File: src/rtl/ternary_mm_host_driver_if.sv
// Host-side stream bundle for ternary_mm_host_driver: start/busy control,
// operand beat input stream and 16-bit result output stream.
interface ternary_mm_host_driver_if;
    logic        start;
    logic        busy;
    logic        in_valid;
    logic        in_ready;
    logic [7:0]  in_weights;
    logic [7:0]  in_act;
    logic        res_valid;
    logic        res_ready;
    logic [15:0] res_data;
    logic        res_last;

    modport master (
        output start, in_valid, in_weights, in_act, res_ready,
        input  busy, in_ready, res_valid, res_data, res_last
    );

    modport slave (
        input  start, in_valid, in_weights, in_act, res_ready,
        output busy, in_ready, res_valid, res_data, res_last
    );
endinterface

File: src/rtl/ternary_mm_host_driver.sv
// Host-side initiator for one 1.58-bit matmul tile: clear, stream, drain, collect, emit.
// Optional stall counter built only when TERNARY_MM_HOST_DRIVER_PERF_EN is defined.
//   state   | meaning
//   IDLE    | waiting for start
//   CLEAR   | one cycle of tile_rst_n=0
//   STREAM  | accepting K_STEPS operand beats onto the tile pins
//   DRAIN   | DRAIN_CYCLES zero-input cycles while the tile finishes
//   COLLECT | sampling OUT_BYTES result bytes from tile_uo_out
//   EMIT    | presenting result words on the res stream
module ternary_mm_host_driver #(
    parameter int K_STEPS      = 4,
    parameter int DRAIN_CYCLES = 2,
    parameter int OUT_BYTES    = 8
) (
    input  logic                       clk,
    input  logic                       rst,
    ternary_mm_host_driver_if.slave    host,
    output logic [7:0]                 tile_ui_in,
    output logic [7:0]                 tile_uio_in,
    input  logic [7:0]                 tile_uo_out,
    output logic                       tile_ena,
    output logic                       tile_rst_n,
    output logic [15:0]                stall_cycles
);
    localparam int BEAT_W  = $clog2(K_STEPS + 1);
    localparam int BYTE_W  = $clog2(OUT_BYTES + 1);
    localparam int DRAIN_W = $clog2(DRAIN_CYCLES + 1);
    localparam int WORDS   = OUT_BYTES / 2;

    typedef enum logic [2:0] {
        S_IDLE, S_CLEAR, S_STREAM, S_DRAIN, S_COLLECT, S_EMIT
    } state_t;

    state_t              state_q, state_d;
    logic [BEAT_W-1:0]   beat_cnt_q, beat_cnt_d;
    logic [BYTE_W-1:0]   byte_cnt_q, byte_cnt_d;
    logic [DRAIN_W-1:0]  drain_cnt_q, drain_cnt_d;
    logic [7:0]          byte_buf_q [OUT_BYTES];
    logic [7:0]          byte_buf_d [OUT_BYTES];
    logic                busy_q, busy_d;
    logic                in_ready_q, in_ready_d;
    logic                res_valid_q, res_valid_d;
    logic                res_last_q, res_last_d;
    logic [15:0]         res_data_q, res_data_d;
    logic [7:0]          tile_ui_q, tile_ui_d;
    logic [7:0]          tile_uio_q, tile_uio_d;
    logic                tile_ena_q, tile_ena_d;
    logic                tile_rst_n_q, tile_rst_n_d;

    always_comb begin
        state_d      = state_q;
        beat_cnt_d   = beat_cnt_q;
        byte_cnt_d   = byte_cnt_q;
        drain_cnt_d  = drain_cnt_q;
        byte_buf_d   = byte_buf_q;
        tile_ui_d    = '0;
        tile_uio_d   = '0;
        res_data_d   = res_data_q;

        case (state_q)
            S_IDLE: begin
                if (host.start) begin
                    state_d    = S_CLEAR;
                    beat_cnt_d = '0;
                    byte_cnt_d = '0;
                end
            end
            S_CLEAR: state_d = S_STREAM;
            S_STREAM: begin
                if (host.in_valid && in_ready_q) begin
                    tile_ui_d  = host.in_weights;
                    tile_uio_d = host.in_act;
                    beat_cnt_d = beat_cnt_q + 1'b1;
                    if (beat_cnt_q == BEAT_W'(K_STEPS - 1)) begin
                        state_d     = S_DRAIN;
                        drain_cnt_d = DRAIN_W'(DRAIN_CYCLES - 1);
                    end
                end
            end
            S_DRAIN: begin
                if (drain_cnt_q == '0) begin
                    state_d    = S_COLLECT;
                    byte_cnt_d = '0;
                end else begin
                    drain_cnt_d = drain_cnt_q - 1'b1;
                end
            end
            S_COLLECT: begin
                for (int i = 0; i < OUT_BYTES; i++) begin
                    if (byte_cnt_q == BYTE_W'(i)) byte_buf_d[i] = tile_uo_out;
                end
                // byte counter is reused as the word index once emitting
                if (byte_cnt_q == BYTE_W'(OUT_BYTES - 1)) begin
                    state_d    = S_EMIT;
                    byte_cnt_d = '0;
                end else begin
                    byte_cnt_d = byte_cnt_q + 1'b1;
                end
            end
            S_EMIT: begin
                if (res_valid_q && host.res_ready) begin
                    if (byte_cnt_q == BYTE_W'(WORDS - 1)) state_d = S_IDLE;
                    else byte_cnt_d = byte_cnt_q + 1'b1;
                end
            end
            default: state_d = S_IDLE;
        endcase

        busy_d       = (state_d != S_IDLE);
        in_ready_d   = (state_d == S_STREAM);
        tile_rst_n_d = (state_d != S_CLEAR);
        tile_ena_d   = 1'b1;
        res_valid_d  = (state_d == S_EMIT);
        res_last_d   = (state_d == S_EMIT) && (byte_cnt_d == BYTE_W'(WORDS - 1));
        if (state_d == S_EMIT) begin
            for (int j = 0; j < WORDS; j++) begin
                if (byte_cnt_d == BYTE_W'(j))
                    res_data_d = {byte_buf_d[2*j+1], byte_buf_d[2*j]};
            end
        end
    end

    always_ff @(posedge clk) begin
        if (rst) begin
            state_q      <= S_IDLE;
            beat_cnt_q   <= '0;
            byte_cnt_q   <= '0;
            drain_cnt_q  <= '0;
            for (int i = 0; i < OUT_BYTES; i++) byte_buf_q[i] <= '0;
            busy_q       <= 1'b0;
            in_ready_q   <= 1'b0;
            res_valid_q  <= 1'b0;
            res_last_q   <= 1'b0;
            res_data_q   <= '0;
            tile_ui_q    <= '0;
            tile_uio_q   <= '0;
            tile_ena_q   <= 1'b0;
            tile_rst_n_q <= 1'b0;
        end else begin
            state_q      <= state_d;
            beat_cnt_q   <= beat_cnt_d;
            byte_cnt_q   <= byte_cnt_d;
            drain_cnt_q  <= drain_cnt_d;
            byte_buf_q   <= byte_buf_d;
            busy_q       <= busy_d;
            in_ready_q   <= in_ready_d;
            res_valid_q  <= res_valid_d;
            res_last_q   <= res_last_d;
            res_data_q   <= res_data_d;
            tile_ui_q    <= tile_ui_d;
            tile_uio_q   <= tile_uio_d;
            tile_ena_q   <= tile_ena_d;
            tile_rst_n_q <= tile_rst_n_d;
        end
    end

`ifdef TERNARY_MM_HOST_DRIVER_PERF_EN
    logic [15:0] stall_q, stall_d;

    always_comb begin
        stall_d = stall_q;
        if (state_q == S_IDLE && host.start) begin
            stall_d = '0;
        end else if (((state_q == S_STREAM && !host.in_valid) ||
                      (state_q == S_EMIT && res_valid_q && !host.res_ready)) &&
                     stall_q != 16'hFFFF) begin
            stall_d = stall_q + 16'd1;
        end
    end

    always_ff @(posedge clk) begin
        if (rst) stall_q <= '0;
        else     stall_q <= stall_d;
    end

    assign stall_cycles = stall_q;
`else
    assign stall_cycles = '0;
`endif

    assign host.busy      = busy_q;
    assign host.in_ready  = in_ready_q;
    assign host.res_valid = res_valid_q;
    assign host.res_data  = res_data_q;
    assign host.res_last  = res_last_q;
    assign tile_ui_in     = tile_ui_q;
    assign tile_uio_in    = tile_uio_q;
    assign tile_ena       = tile_ena_q;
    assign tile_rst_n     = tile_rst_n_q;
endmodule
File: src/flat_wrapper.sv
// flat-port wrapper written by rule: the top's interface ports become plain ports
module ternary_mm_host_driver_flat 
#(
    parameter int K_STEPS      = 4,
    parameter int DRAIN_CYCLES = 2,
    parameter int OUT_BYTES    = 8
)
  (clk, rst, tile_ui_in, tile_uio_in, tile_uo_out, tile_ena, tile_rst_n, stall_cycles, host_start, host_in_valid, host_in_weights, host_in_act, host_res_ready, host_busy, host_in_ready, host_res_valid, host_res_data, host_res_last);
  ternary_mm_host_driver_if host_i ();
  input  logic clk;
  input  logic rst;
  output logic [7:0] tile_ui_in;
  output logic [7:0] tile_uio_in;
  input  logic [7:0] tile_uo_out;
  output logic tile_ena;
  output logic tile_rst_n;
  output logic [15:0] stall_cycles;
  input wire logic [$bits(host_i.start)-1:0] host_start;
  input wire logic [$bits(host_i.in_valid)-1:0] host_in_valid;
  input wire logic [$bits(host_i.in_weights)-1:0] host_in_weights;
  input wire logic [$bits(host_i.in_act)-1:0] host_in_act;
  input wire logic [$bits(host_i.res_ready)-1:0] host_res_ready;
  output wire logic [$bits(host_i.busy)-1:0] host_busy;
  output wire logic [$bits(host_i.in_ready)-1:0] host_in_ready;
  output wire logic [$bits(host_i.res_valid)-1:0] host_res_valid;
  output wire logic [$bits(host_i.res_data)-1:0] host_res_data;
  output wire logic [$bits(host_i.res_last)-1:0] host_res_last;
  assign host_i.start = host_start;
  assign host_i.in_valid = host_in_valid;
  assign host_i.in_weights = host_in_weights;
  assign host_i.in_act = host_in_act;
  assign host_i.res_ready = host_res_ready;
  assign host_busy = host_i.busy;
  assign host_in_ready = host_i.in_ready;
  assign host_res_valid = host_i.res_valid;
  assign host_res_data = host_i.res_data;
  assign host_res_last = host_i.res_last;
  ternary_mm_host_driver #(.K_STEPS(K_STEPS), .DRAIN_CYCLES(DRAIN_CYCLES), .OUT_BYTES(OUT_BYTES)) u_core (.clk(clk), .rst(rst), .host(host_i), .tile_ui_in(tile_ui_in), .tile_uio_in(tile_uio_in), .tile_uo_out(tile_uo_out), .tile_ena(tile_ena), .tile_rst_n(tile_rst_n), .stall_cycles(stall_cycles));
endmodule
File: config.mk
export PLATFORM = sky130hd
export DESIGN_NAME = ternary_mm_host_driver_flat
export DESIGN_NICKNAME = d
export VERILOG_FILES = /design/src/rtl/ternary_mm_host_driver_if.sv /design/src/rtl/ternary_mm_host_driver.sv /design/src/flat_wrapper.sv
export SDC_FILE = /design/constraint.sdc
export NUM_CORES = 1
export LEC_CHECK = 0
export ABC_CLOCK_PERIOD_IN_PS = 2800
export CORE_MARGIN = 4
export CORE_UTILIZATION = 43
export DETAILED_ROUTE_END_ITERATION = 8
export PLACE_DENSITY = 0.67
export SLEW_MARGIN = 20
export SYNTH_ARGS = -nofsm -noshare
export SYNTH_HDL_FRONTEND = slang
export SYNTH_SLANG_ARGS = --single-unit
export TNS_END_PERCENT = 5
File: constraint.sdc
create_clock -name clk -period 2.8 [get_ports clk]
set_input_delay 0.28 -clock clk [delete_from_list [all_inputs] [get_ports clk]]
set_output_delay 0.28 -clock clk [all_outputs]
set_load 0.01 [all_outputs]
==> flow_summary.html, run 1 <==
<table>
<tr><th>Metric</th><th>Value</th></tr>
<tr><th colspan="2">Floorplan</th></tr>
<tr><td>Initial core utilization</td><td>0.439</td></tr>
<tr><td>Top Ports</td><td>83</td></tr>
<tr><td>Standard cell core area</td><td>11400 µm²</td></tr>
<tr><td>Die Footprint</td><td>13400 µm²</td></tr>
<tr><td>Overall die height</td><td>116 µm</td></tr>
<tr><td>Site Rows</td><td>39</td></tr>
<tr><td>Width of the die</td><td>116 µm</td></tr>
<tr><th colspan="2">CTS</th></tr>
<tr><td>Clock Tree Root</td><td>clkbuf_16</td></tr>
<tr><td>TritonCTS Buffers</td><td>17</td></tr>
<tr><td>TritonCTS clock tree</td><td>yes</td></tr>
<tr><td>H-Tree Depth</td><td>4</td></tr>
<tr><td>Number of buffers inserted by hold repair at cts</td><td>0</td></tr>
<tr><td>Clock net sink count</td><td>114</td></tr>
<tr><td>Clock transition at the registers of the reported paths</td><td>0.05 ns</td></tr>
<tr><td>Maximum number of buffers from clock root to sink</td><td>2</td></tr>
<tr><td>Clock latency reported for the late side of the worst-skew pair</td><td>0.42 ns</td></tr>
<tr><th colspan="2">Critical path</th></tr>
<tr><td>Maximum fanout along the worst path</td><td>9</td></tr>
<tr><td>CP max stage delay</td><td>0.35 ns</td></tr>
<tr><td>CP endpoint kind</td><td>register</td></tr>
<tr><td>Cell chain of the critical path</td><td>ha_1 &gt; nor2b_1 &gt; a21boi_1 &gt; or2_1 &gt; a22oi_4 &gt; nand3_1 &gt; buf_4 &gt; o22a_1 &gt; a32o_1</td></tr>
<tr><td>Cell with the biggest individual delay on the critical path</td><td>or2_1</td></tr>
<tr><td>Worst Setup Path Type</td><td>register to register</td></tr>
<tr><td>Capture point of the critical path</td><td>u_core.host.res_data[14]$_SDFFE_PP0P_</td></tr>
<tr><td>CP Depth</td><td>9</td></tr>
<tr><td>Startpoint types</td><td>register</td></tr>
<tr><td>Worst setup path start</td><td>u_core.byte_cnt_q[0]$_SDFF_PP0_</td></tr>
<tr><td>Worst reg-to-reg setup slack</td><td>0.21 ns</td></tr>
<tr><td>Critical register-to-register path endpoint</td><td>u_core.host.res_data[14]$_SDFFE_PP0P_</td></tr>
<tr><td>Data required time at the worst endpoint</td><td>3.10 ns</td></tr>
<tr><td>Total buffers and inverters traversed by the critical path</td><td>1</td></tr>
<tr><td>Number of cells traversed by the worst register-to-register path</td><td>9</td></tr>
<tr><td>Cell family with the largest share of critical-path delay</td><td>compound AO/OA/AOI/OAI gates</td></tr>
<tr><td>R2R Path Start</td><td>u_core.byte_cnt_q[0]$_SDFF_PP0_</td></tr>
<tr><td>Critical path arrival</td><td>2.89 ns</td></tr>
<tr><th colspan="2">Global route</th></tr>
<tr><td>Overflow left after global routing</td><td>0</td></tr>
<tr><td>Tot GR Track Use</td><td>0.216</td></tr>
<tr><td>Number of antenna violations at the first check in global routing</td><td>0</td></tr>
<tr><td>Wire length of the first global-routing pass</td><td>22500 µm</td></tr>
<tr><td>Pin count of the biggest net entering global routing</td><td>43</td></tr>
<tr><td>Met2 routing resource usage after global routing</td><td>0.329</td></tr>
<tr><td>Grt met3 use</td><td>0.0689</td></tr>
<tr><td>Via count of the first global-routing pass</td><td>4511</td></tr>
<tr><td>Met1 usage in global routing</td><td>0.278</td></tr>
<tr><td>Busiest grt layer</td><td>met2</td></tr>
<tr><th colspan="2">Timing</th></tr>
<tr><td>Final count of pins violating max slew</td><td>0</td></tr>
<tr><td>Sum of negative setup slack</td><td>0 ns</td></tr>
<tr><td>Final clock skew</td><td>0.00730 ns</td></tr>
<tr><td>Final worst setup slack</td><td>0.214 ns</td></tr>
<tr><td>Fmax</td><td>0.387 GHz</td></tr>
<tr><td>Count of endpoints failing hold in the final timing report</td><td>0</td></tr>
<tr><td>Hold Slack</td><td>0.109 ns</td></tr>
<tr><td>Worst-Margin Slew</td><td>0.689 ns</td></tr>
<tr><td>Remaining max-slew budget at the tightest pin</td><td>0.539</td></tr>
<tr><td>Setup repair after global routing missed its margin</td><td>no</td></tr>
<tr><td>Min cycle time layout</td><td>2.59 ns</td></tr>
<tr><td>Setup-failing EPs final</td><td>0</td></tr>
<tr><td>Final worst-path cycle share</td><td>0.923</td></tr>
<tr><th colspan="2">Cells and area</th></tr>
<tr><td>Final net count</td><td>704</td></tr>
<tr><td>Count of placed standard cells in the final layout, fillers left out</td><td>824</td></tr>
<tr><td>Total inserted antenna cells</td><td>0</td></tr>
<tr><td>Synth-to-layout area growth</td><td>27.8%</td></tr>
<tr><td>Share of post-route cells with drive strength above 1</td><td>0.104</td></tr>
<tr><th colspan="2">Synthesis</th></tr>
<tr><td>Multiplexer fraction of the synthesized cell area</td><td>0.00401</td></tr>
<tr><td>FF+latch count, synth</td><td>114</td></tr>
<tr><td>Post-synthesis compound-gate area fraction</td><td>0.207</td></tr>
<tr><td>Synthesized area per cell</td><td>8.26 µm²</td></tr>
<tr><td>Count of flip-flops with a built-in enable after synthesis</td><td>0</td></tr>
<tr><td>Fraction of registers with async set/reset</td><td>0</td></tr>
<tr><td>Share of the synthesized netlist area taken by xor and xnor gates</td><td>0.00176</td></tr>
<tr><td>Post-Synthesis Cells</td><td>604</td></tr>
<tr><td>Cell area after synthesis</td><td>4990 µm²</td></tr>
<tr><td>Leading area contributor after synthesis</td><td>dfxtp_1</td></tr>
<tr><td>Number of distinct standard cells referenced by the synthesized netlist</td><td>55</td></tr>
<tr><td>Dominant combinational cell family by area after synthesis</td><td>simple AND/OR/NAND/NOR gates</td></tr>
<tr><td>Leading cell types by total area after synthesis</td><td>dfxtp_1, nand2_1, a21oi_1</td></tr>
<tr><td>Total number of yosys warnings</td><td>0</td></tr>
<tr><td>Dominant cell by count in the synthesized netlist</td><td>nand2_1</td></tr>
<tr><td>Area share of the largest cell type after synthesis</td><td>0.458</td></tr>
<tr><td>Sequential fraction of the synthesis area</td><td>0.458</td></tr>
<tr><td>Share of synthesized cell area in full adder, half adder and majority cells</td><td>0.0176</td></tr>
<tr><td>Most instantiated cells after synthesis</td><td>nand2_1, dfxtp_1, a21oi_1, nand3_1, clkbuf_1</td></tr>
<tr><td>Most frequently used flop master after synthesis</td><td>dfxtp_1</td></tr>
<tr><td>Post-Synth Simple-Gate Area</td><td>0.236</td></tr>
<tr><th colspan="2">Drt</th></tr>
<tr><td>Detailed-route via count</td><td>4576</td></tr>
<tr><td>First-iteration detailed-routing DRC count</td><td>398</td></tr>
<tr><td>Average wire length per cell after detail routing</td><td>16.8 µm</td></tr>
<tr><td>Detailed-route vias per instance</td><td>5.55</td></tr>
<tr><td>Length of the first detailed-routing pass in iterations</td><td>5</td></tr>
<tr><td>Antenna-violating nets left</td><td>0</td></tr>
<tr><td>Total DRC errors in the routed layout</td><td>0</td></tr>
<tr><td>Routed Wire Length</td><td>13800 µm</td></tr>
<tr><th colspan="2">Pwr</th></tr>
<tr><td>Pwr Density</td><td>628 nW/µm²</td></tr>
<tr><td>Static leakage</td><td>2.30 nW</td></tr>
<tr><td>Worst IR drop on VDD</td><td>0.371 mV</td></tr>
<tr><th colspan="2">Min path</th></tr>
<tr><td>Worst Min Path Start</td><td>rst</td></tr>
<tr><td>Hold WC Path Type</td><td>primary input to register</td></tr>
<tr><th colspan="2">Placed design</th></tr>
<tr><td>Post-DP HPWL</td><td>9560 µm</td></tr>
<tr><td>Routability-driven placement congestion ratio</td><td>0.895</td></tr>
<tr><td>Total placed cells including tap cells</td><td>792</td></tr>
<tr><td>Place WS</td><td>0.173 ns</td></tr>
<tr><td>Port Buffers</td><td>66</td></tr>
<tr><th colspan="2">Run status</th></tr>
<tr><td>Run status</td><td>complete, no violations</td></tr>
<tr><th colspan="2">Run</th></tr>
<tr><td>Max capacitance violation total</td><td>0</td></tr>
</table>
power by group:
group          total (mW)  switching [mW]  internal, mW
Clock                2.13           0.732          1.40
Combinational       0.228           0.133        0.0952
Sequential           1.65          0.0130          1.64
Total                4.01           0.878          3.13
worst min path at each step:
stage / endpoint / slack (ns) / depth (start not counted)
final: u_core.tile_ena$_DFF_P_ / 0.11 / 2
after floorplan: u_core.tile_ui_in[0]$_SDFF_PP0_ / 0.40 / 1
after detailed placement: u_core.byte_buf_q[15]$_SDFF_PP0_ / 0.44 / 2
after global routing: u_core.tile_ena$_DFF_P_ / 0.11 / 2
after CTS: u_core.tile_ena$_DFF_P_ / 0.10 / 2
after global placement: u_core.byte_buf_q[31]$_SDFF_PP0_ / 0.44 / 2
flip-flops by register name (all words and copies together) (netlist names):
signal,cells
u_core.beat_cnt_q,3
u_core.byte_buf_q,64
u_core.byte_cnt_q,4
u_core.drain_cnt_q,2
u_core.host.busy,1
u_core.host.in_ready,1
u_core.host.res_data,16
u_core.host.res_last,1
u_core.host.res_valid,1
u_core.state_q,3
u_core.tile_ena,1
u_core.tile_rst_n,1
u_core.tile_ui_in,8
u_core.tile_uio_in,8
per-layer routing:
metal,up-vias,part of all wire
met4,0,0.029
met3,37,0.081
li1,2221,-
met2,175,0.45
met1,2143,0.44
met5,-,0
per-stage QoR:
| step | util | instance area, µm² | power, mW |
|---|---|---|---|
| 6_report | 0.561 | 6380 | 4.01 |
| 5_1_grt | 0.561 | 6380 | 4.13 |
| 4_1_cts | 0.560 | 6370 | 4.02 |
| 3_5_place_dp | 0.508 | 5780 | 1.91 |
| 3_3_place_gp | 0.508 | 5780 | 1.90 |
| 2_1_floorplan | - | 5040 | 1.82 |
cells by family after synthesis:
| logic type | after synthesis |
|---|---|
| adders and majority gates | 7 |
| buffers and inverters | 77 |
| AOI/OAI and AO/OA | 159 |
| DFF | 114 |
| and+or+nand+nor | 243 |
| other | 1 |
| xor gates and xnor gates | 1 |
| muxes | 2 |
layout by cell type, fill, tap and decap left out, drive strengths merged, types with 5 or more instances in the layout:
cell type / Yosys / layout
a21oi: 82 / 82
a31oi: 5 / 5
a32o: 8 / 8
and2: 19 / 19
and3: 5 / 5
buf: 29 / 31
clkbuf: 37 / 23
clkdlybuf4s50: 0 / 65
clkinv: 0 / 5
conb: 1 / 16
dfxtp: 114 / 114
ha: 7 / 7
inv: 11 / 11
nand2: 115 / 115
nand3: 40 / 40
nor2: 18 / 18
nor3: 7 / 7
o21ai: 13 / 13
o221ai: 8 / 8
o22a: 11 / 11
o22ai: 5 / 5
o2bb2ai: 7 / 7
or3: 12 / 12
timing repair:
action | 4_1_cts | 5_1_grt
endpoints found under the setup margin | 0 | 4
buffers inserted | 0 | 0
resized for setup | 0 | 2
area by class of cell:
type | count | area [µm²]
clock buffer | 23 | 488
timing repair buffer | 96 | 893
fill | 1034 | 4990
tap | 143 | 179
multi-input combinational | 428 | 2390
clock inverter | 9 | 104
inverter | 11 | 41.3
sequential | 114 | 2280
Power figures use the tool's default switching activity.
==> run 2: changes to the inputs <==
PLACE_DENSITY = 0.64   (was 0.67)
REMOVE_ABC_BUFFERS = 1   (was not set)
==> run 2 against run 1 <==
Non-clock buffer count up 10. Clock skew decreased by 0.0013 ns. First-iteration DRC count down 9.0%. Count of clock-buffer cells in the layout decreased by 1. Final area grew 0.65%. Clock power decreased by 4%. Cell count increased by 1.2%. Flip-flop and latch count unchanged. Critical path type unchanged. Largest power group unchanged. Highest routed layer unchanged.
==> flow_summary.html, run 2 (synthesized netlist as in run 1, its figures left out) <==
<table>
<tr><th>Metric</th><th>Value</th></tr>
<tr><th colspan="2">Run status</th></tr>
<tr><td>Run status</td><td>complete, no violations</td></tr>
<tr><th colspan="2">Timing</th></tr>
<tr><td>Setup repair after global routing missed its margin</td><td>no</td></tr>
<tr><td>Final worst-path cycle share</td><td>0.923</td></tr>
<tr><td>Final clock skew</td><td>0.00595 ns</td></tr>
<tr><td>Min cycle time layout</td><td>2.59 ns</td></tr>
<tr><td>Fmax</td><td>0.387 GHz</td></tr>
<tr><td>Final worst setup slack</td><td>0.215 ns</td></tr>
<tr><td>Count of endpoints failing hold in the final timing report</td><td>0</td></tr>
<tr><td>Remaining max-slew budget at the tightest pin</td><td>0.589</td></tr>
<tr><td>Worst-Margin Slew</td><td>0.615 ns</td></tr>
<tr><td>Setup-failing EPs final</td><td>0</td></tr>
<tr><td>Final count of pins violating max slew</td><td>0</td></tr>
<tr><th colspan="2">Floorplan</th></tr>
<tr><td>Top Ports</td><td>83</td></tr>
<tr><td>Initial core utilization</td><td>0.439</td></tr>
<tr><td>Die Footprint</td><td>13400 µm²</td></tr>
<tr><td>Width of the die</td><td>116 µm</td></tr>
<tr><td>Site Rows</td><td>39</td></tr>
<tr><td>Standard cell core area</td><td>11400 µm²</td></tr>
<tr><td>Overall die height</td><td>116 µm</td></tr>
<tr><th colspan="2">Critical path</th></tr>
<tr><td>Worst Setup Path Type</td><td>register to register</td></tr>
<tr><td>CP endpoint kind</td><td>register</td></tr>
<tr><td>Startpoint types</td><td>register</td></tr>
<tr><td>Worst setup path start</td><td>u_core.byte_cnt_q[1]$_SDFF_PP0_</td></tr>
<tr><td>Cell with the biggest individual delay on the critical path</td><td>nor3_1</td></tr>
<tr><td>Capture point of the critical path</td><td>u_core.host.res_data[4]$_SDFFE_PP0P_</td></tr>
<tr><td>Maximum fanout along the worst path</td><td>7</td></tr>
<tr><td>Critical path arrival</td><td>2.89 ns</td></tr>
<tr><td>Data required time at the worst endpoint</td><td>3.10 ns</td></tr>
<tr><td>R2R Path Start</td><td>u_core.byte_cnt_q[1]$_SDFF_PP0_</td></tr>
<tr><td>Cell chain of the critical path</td><td>ha_1 &gt; nor2b_1 &gt; a21boi_1 &gt; nor3_1 &gt; or2_1 &gt; nand3_1 &gt; o22a_1 &gt; a32o_1</td></tr>
<tr><td>Worst reg-to-reg setup slack</td><td>0.21 ns</td></tr>
<tr><td>Critical register-to-register path endpoint</td><td>u_core.host.res_data[4]$_SDFFE_PP0P_</td></tr>
<tr><td>CP max stage delay</td><td>0.46 ns</td></tr>
<tr><td>Number of cells traversed by the worst register-to-register path</td><td>8</td></tr>
<tr><th colspan="2">Cells and area</th></tr>
<tr><td>Core occupancy in the finished layout</td><td>0.564</td></tr>
<tr><td>Final net count</td><td>714</td></tr>
<tr><td>Share of post-route cells with drive strength above 1</td><td>0.119</td></tr>
<tr><td>Synth-to-layout area growth</td><td>28.7%</td></tr>
<tr><td>Most frequent cells in the layout</td><td>nand2_1, dfxtp_1, a21oi_1, clkdlybuf4s50_1</td></tr>
<tr><td>Number of flip-flops in the largest register</td><td>64</td></tr>
<tr><td>Total inserted antenna cells</td><td>0</td></tr>
<tr><td>Count of placed standard cells in the final layout, fillers left out</td><td>834</td></tr>
<tr><td>Largest Register</td><td>u_core.byte_buf_q</td></tr>
<tr><td>Leading cell type in the layout, fill and taps excluded</td><td>nand2_1</td></tr>
<tr><th colspan="2">Placed design</th></tr>
<tr><td>Routability-driven placement congestion ratio</td><td>0.877</td></tr>
<tr><td>Port Buffers</td><td>66</td></tr>
<tr><td>Place WS</td><td>0.151 ns</td></tr>
<tr><td>Post-DP HPWL</td><td>9510 µm</td></tr>
<tr><td>Total placed cells including tap cells</td><td>802</td></tr>
<tr><th colspan="2">Global route</th></tr>
<tr><td>Tot GR Track Use</td><td>0.215</td></tr>
<tr><td>Pin count of the biggest net entering global routing</td><td>33</td></tr>
<tr><td>Via count of the first global-routing pass</td><td>4385</td></tr>
<tr><td>Wire length of the first global-routing pass</td><td>22400 µm</td></tr>
<tr><td>Overflow left after global routing</td><td>0</td></tr>
<tr><td>Number of antenna violations at the first check in global routing</td><td>0</td></tr>
<tr><th colspan="2">Pwr</th></tr>
<tr><td>Pwr Density</td><td>613 nW/µm²</td></tr>
<tr><td>Worst IR drop on VDD</td><td>0.503 mV</td></tr>
<tr><td>Share of total power in combinational logic</td><td>0.060</td></tr>
<tr><td>Proportion of power drawn by the clock network</td><td>0.521</td></tr>
<tr><td>Proportion of power drawn by flip-flops and latches</td><td>0.420</td></tr>
<tr><td>Static leakage</td><td>2.34 nW</td></tr>
<tr><td>Switching fraction of total power</td><td>0.222</td></tr>
<tr><td>Design internal power</td><td>3.06 mW</td></tr>
<tr><td>Switching pwr</td><td>0.875 mW</td></tr>
<tr><td>Power Total</td><td>3.94 mW</td></tr>
<tr><th colspan="2">Drt</th></tr>
<tr><td>Antenna-violating nets left</td><td>0</td></tr>
<tr><td>Average wire length per cell after detail routing</td><td>16.5 µm</td></tr>
<tr><td>Detailed-route vias per instance</td><td>5.54</td></tr>
<tr><td>Routed Wire Length</td><td>13700 µm</td></tr>
<tr><td>First-iteration detailed-routing DRC count</td><td>362</td></tr>
<tr><td>Total DRC errors in the routed layout</td><td>0</td></tr>
<tr><td>Length of the first detailed-routing pass in iterations</td><td>5</td></tr>
<tr><td>Detailed-route via count</td><td>4623</td></tr>
<tr><th colspan="2">Min path</th></tr>
<tr><td>Worst Min Path Start</td><td>rst</td></tr>
<tr><td>Hold WC Path Type</td><td>primary input to register</td></tr>
<tr><th colspan="2">CTS</th></tr>
<tr><td>Setup fix buffers added after clock tree synthesis</td><td>0</td></tr>
<tr><td>Number of buffers inserted by hold repair at cts</td><td>0</td></tr>
<tr><td>H-Tree Depth</td><td>4</td></tr>
<tr><td>Clock transition at the registers of the reported paths</td><td>0.05 ns</td></tr>
<tr><td>Maximum number of buffers from clock root to sink</td><td>2</td></tr>
<tr><td>Clock Tree Root</td><td>clkbuf_16</td></tr>
<tr><td>TritonCTS Buffers</td><td>17</td></tr>
<tr><td>Post-CTS Resized</td><td>0</td></tr>
<tr><td>Clock latency reported for the late side of the worst-skew pair</td><td>0.41 ns</td></tr>
<tr><td>TritonCTS clock tree</td><td>yes</td></tr>
<tr><td>Clock net sink count</td><td>114</td></tr>
<tr><th colspan="2">Run</th></tr>
<tr><td>Max capacitance violation total</td><td>0</td></tr>
</table>
-- run 2: cell count changes in the layout (fill, tap and decap cells not counted) --
cell        before  now
clkbuf_8         4    5
buf_12           1    0
bufinv_16        2    1
buf_4           29   40
clkinv_2         4    7
clkinvlp_4       2    1
nand3_1         39   40
nand3_2          1    0
clkbuf_1         2    0
-- run 2: stage by stage --
stage / area (µm²) / TNS (ns) / hold WS [ns]
6_report: 6420 / 0 / 0.130
5_1_grt: 6420 / 0 / 0.119
4_1_cts: 6420 / 0 / 0.124
3_5_place_dp: 5840 / 0 / 0.445
3_3_place_gp: 5840 / 0 / 0.441
2_1_floorplan: 4710 / -4.17 / 0.337
-- run 2: metal layers --
| metal | vias up | GRT usage | part of all wire |
|---|---|---|---|
| met3 | 23 | 0.0778 | 0.083 |
| li1 | 2240 | - | - |
| met1 | 2168 | 0.287 | 0.44 |
| met5 | - | 0 | 0 |
| met2 | 192 | 0.323 | 0.46 |
| met4 | 0 | 0.0735 | 0.020 |
-- run 2: worst min-delay path by stage --
| stage | endpoint | slack, ns | depth (start not counted) |
|---|---|---|---|
| 2_1_floorplan | u_core.tile_ena$_DFF_P_ | 0.34 | 1 |
| 4_1_cts | u_core.byte_buf_q[26]$_SDFF_PP0_ | 0.12 | 2 |
| 5_1_grt | u_core.byte_buf_q[26]$_SDFF_PP0_ | 0.12 | 2 |
| 3_5_place_dp | u_core.byte_buf_q[9]$_SDFF_PP0_ | 0.45 | 2 |
| 3_3_place_gp | u_core.beat_cnt_q[2]$_SDFFE_PP0P_ | 0.44 | 2 |
| 6_report | u_core.byte_buf_q[26]$_SDFF_PP0_ | 0.13 | 2 |
-- run 2: final cells by class --
type / count / area, µm²
clock inverters: 10 / 81.3
inverters: 11 / 41.3
well taps: 143 / 179
flip-flops and latches: 114 / 2280
clock buffers: 22 / 494
repair buffers: 106 / 956
fillers: 1026 / 4950
multi-input cells: 428 / 2380
-- run 2: power by group through the flow --
stage / Sequential [mW] / Clock (mW) / Combinational, mW
global placement: 1.68 / 0 / 0.228
finish: 1.65 / 2.05 / 0.235
CTS: 1.65 / 2.08 / 0.232
detailed placement: 1.68 / 0 / 0.230
floorplan: 1.68 / 0 / 0.0849
global route: 1.65 / 2.16 / 0.254
-- run 2: worst max-delay path, delay by kind of cell, from the launching register on --
kind / cells / cell delay, ns
DFF: 1 / 0.33
AOI/OAI and AO/OA: 3 / 0.62
and+or+nand+nor: 4 / 1.27
adders and majority gates: 1 / 0.26
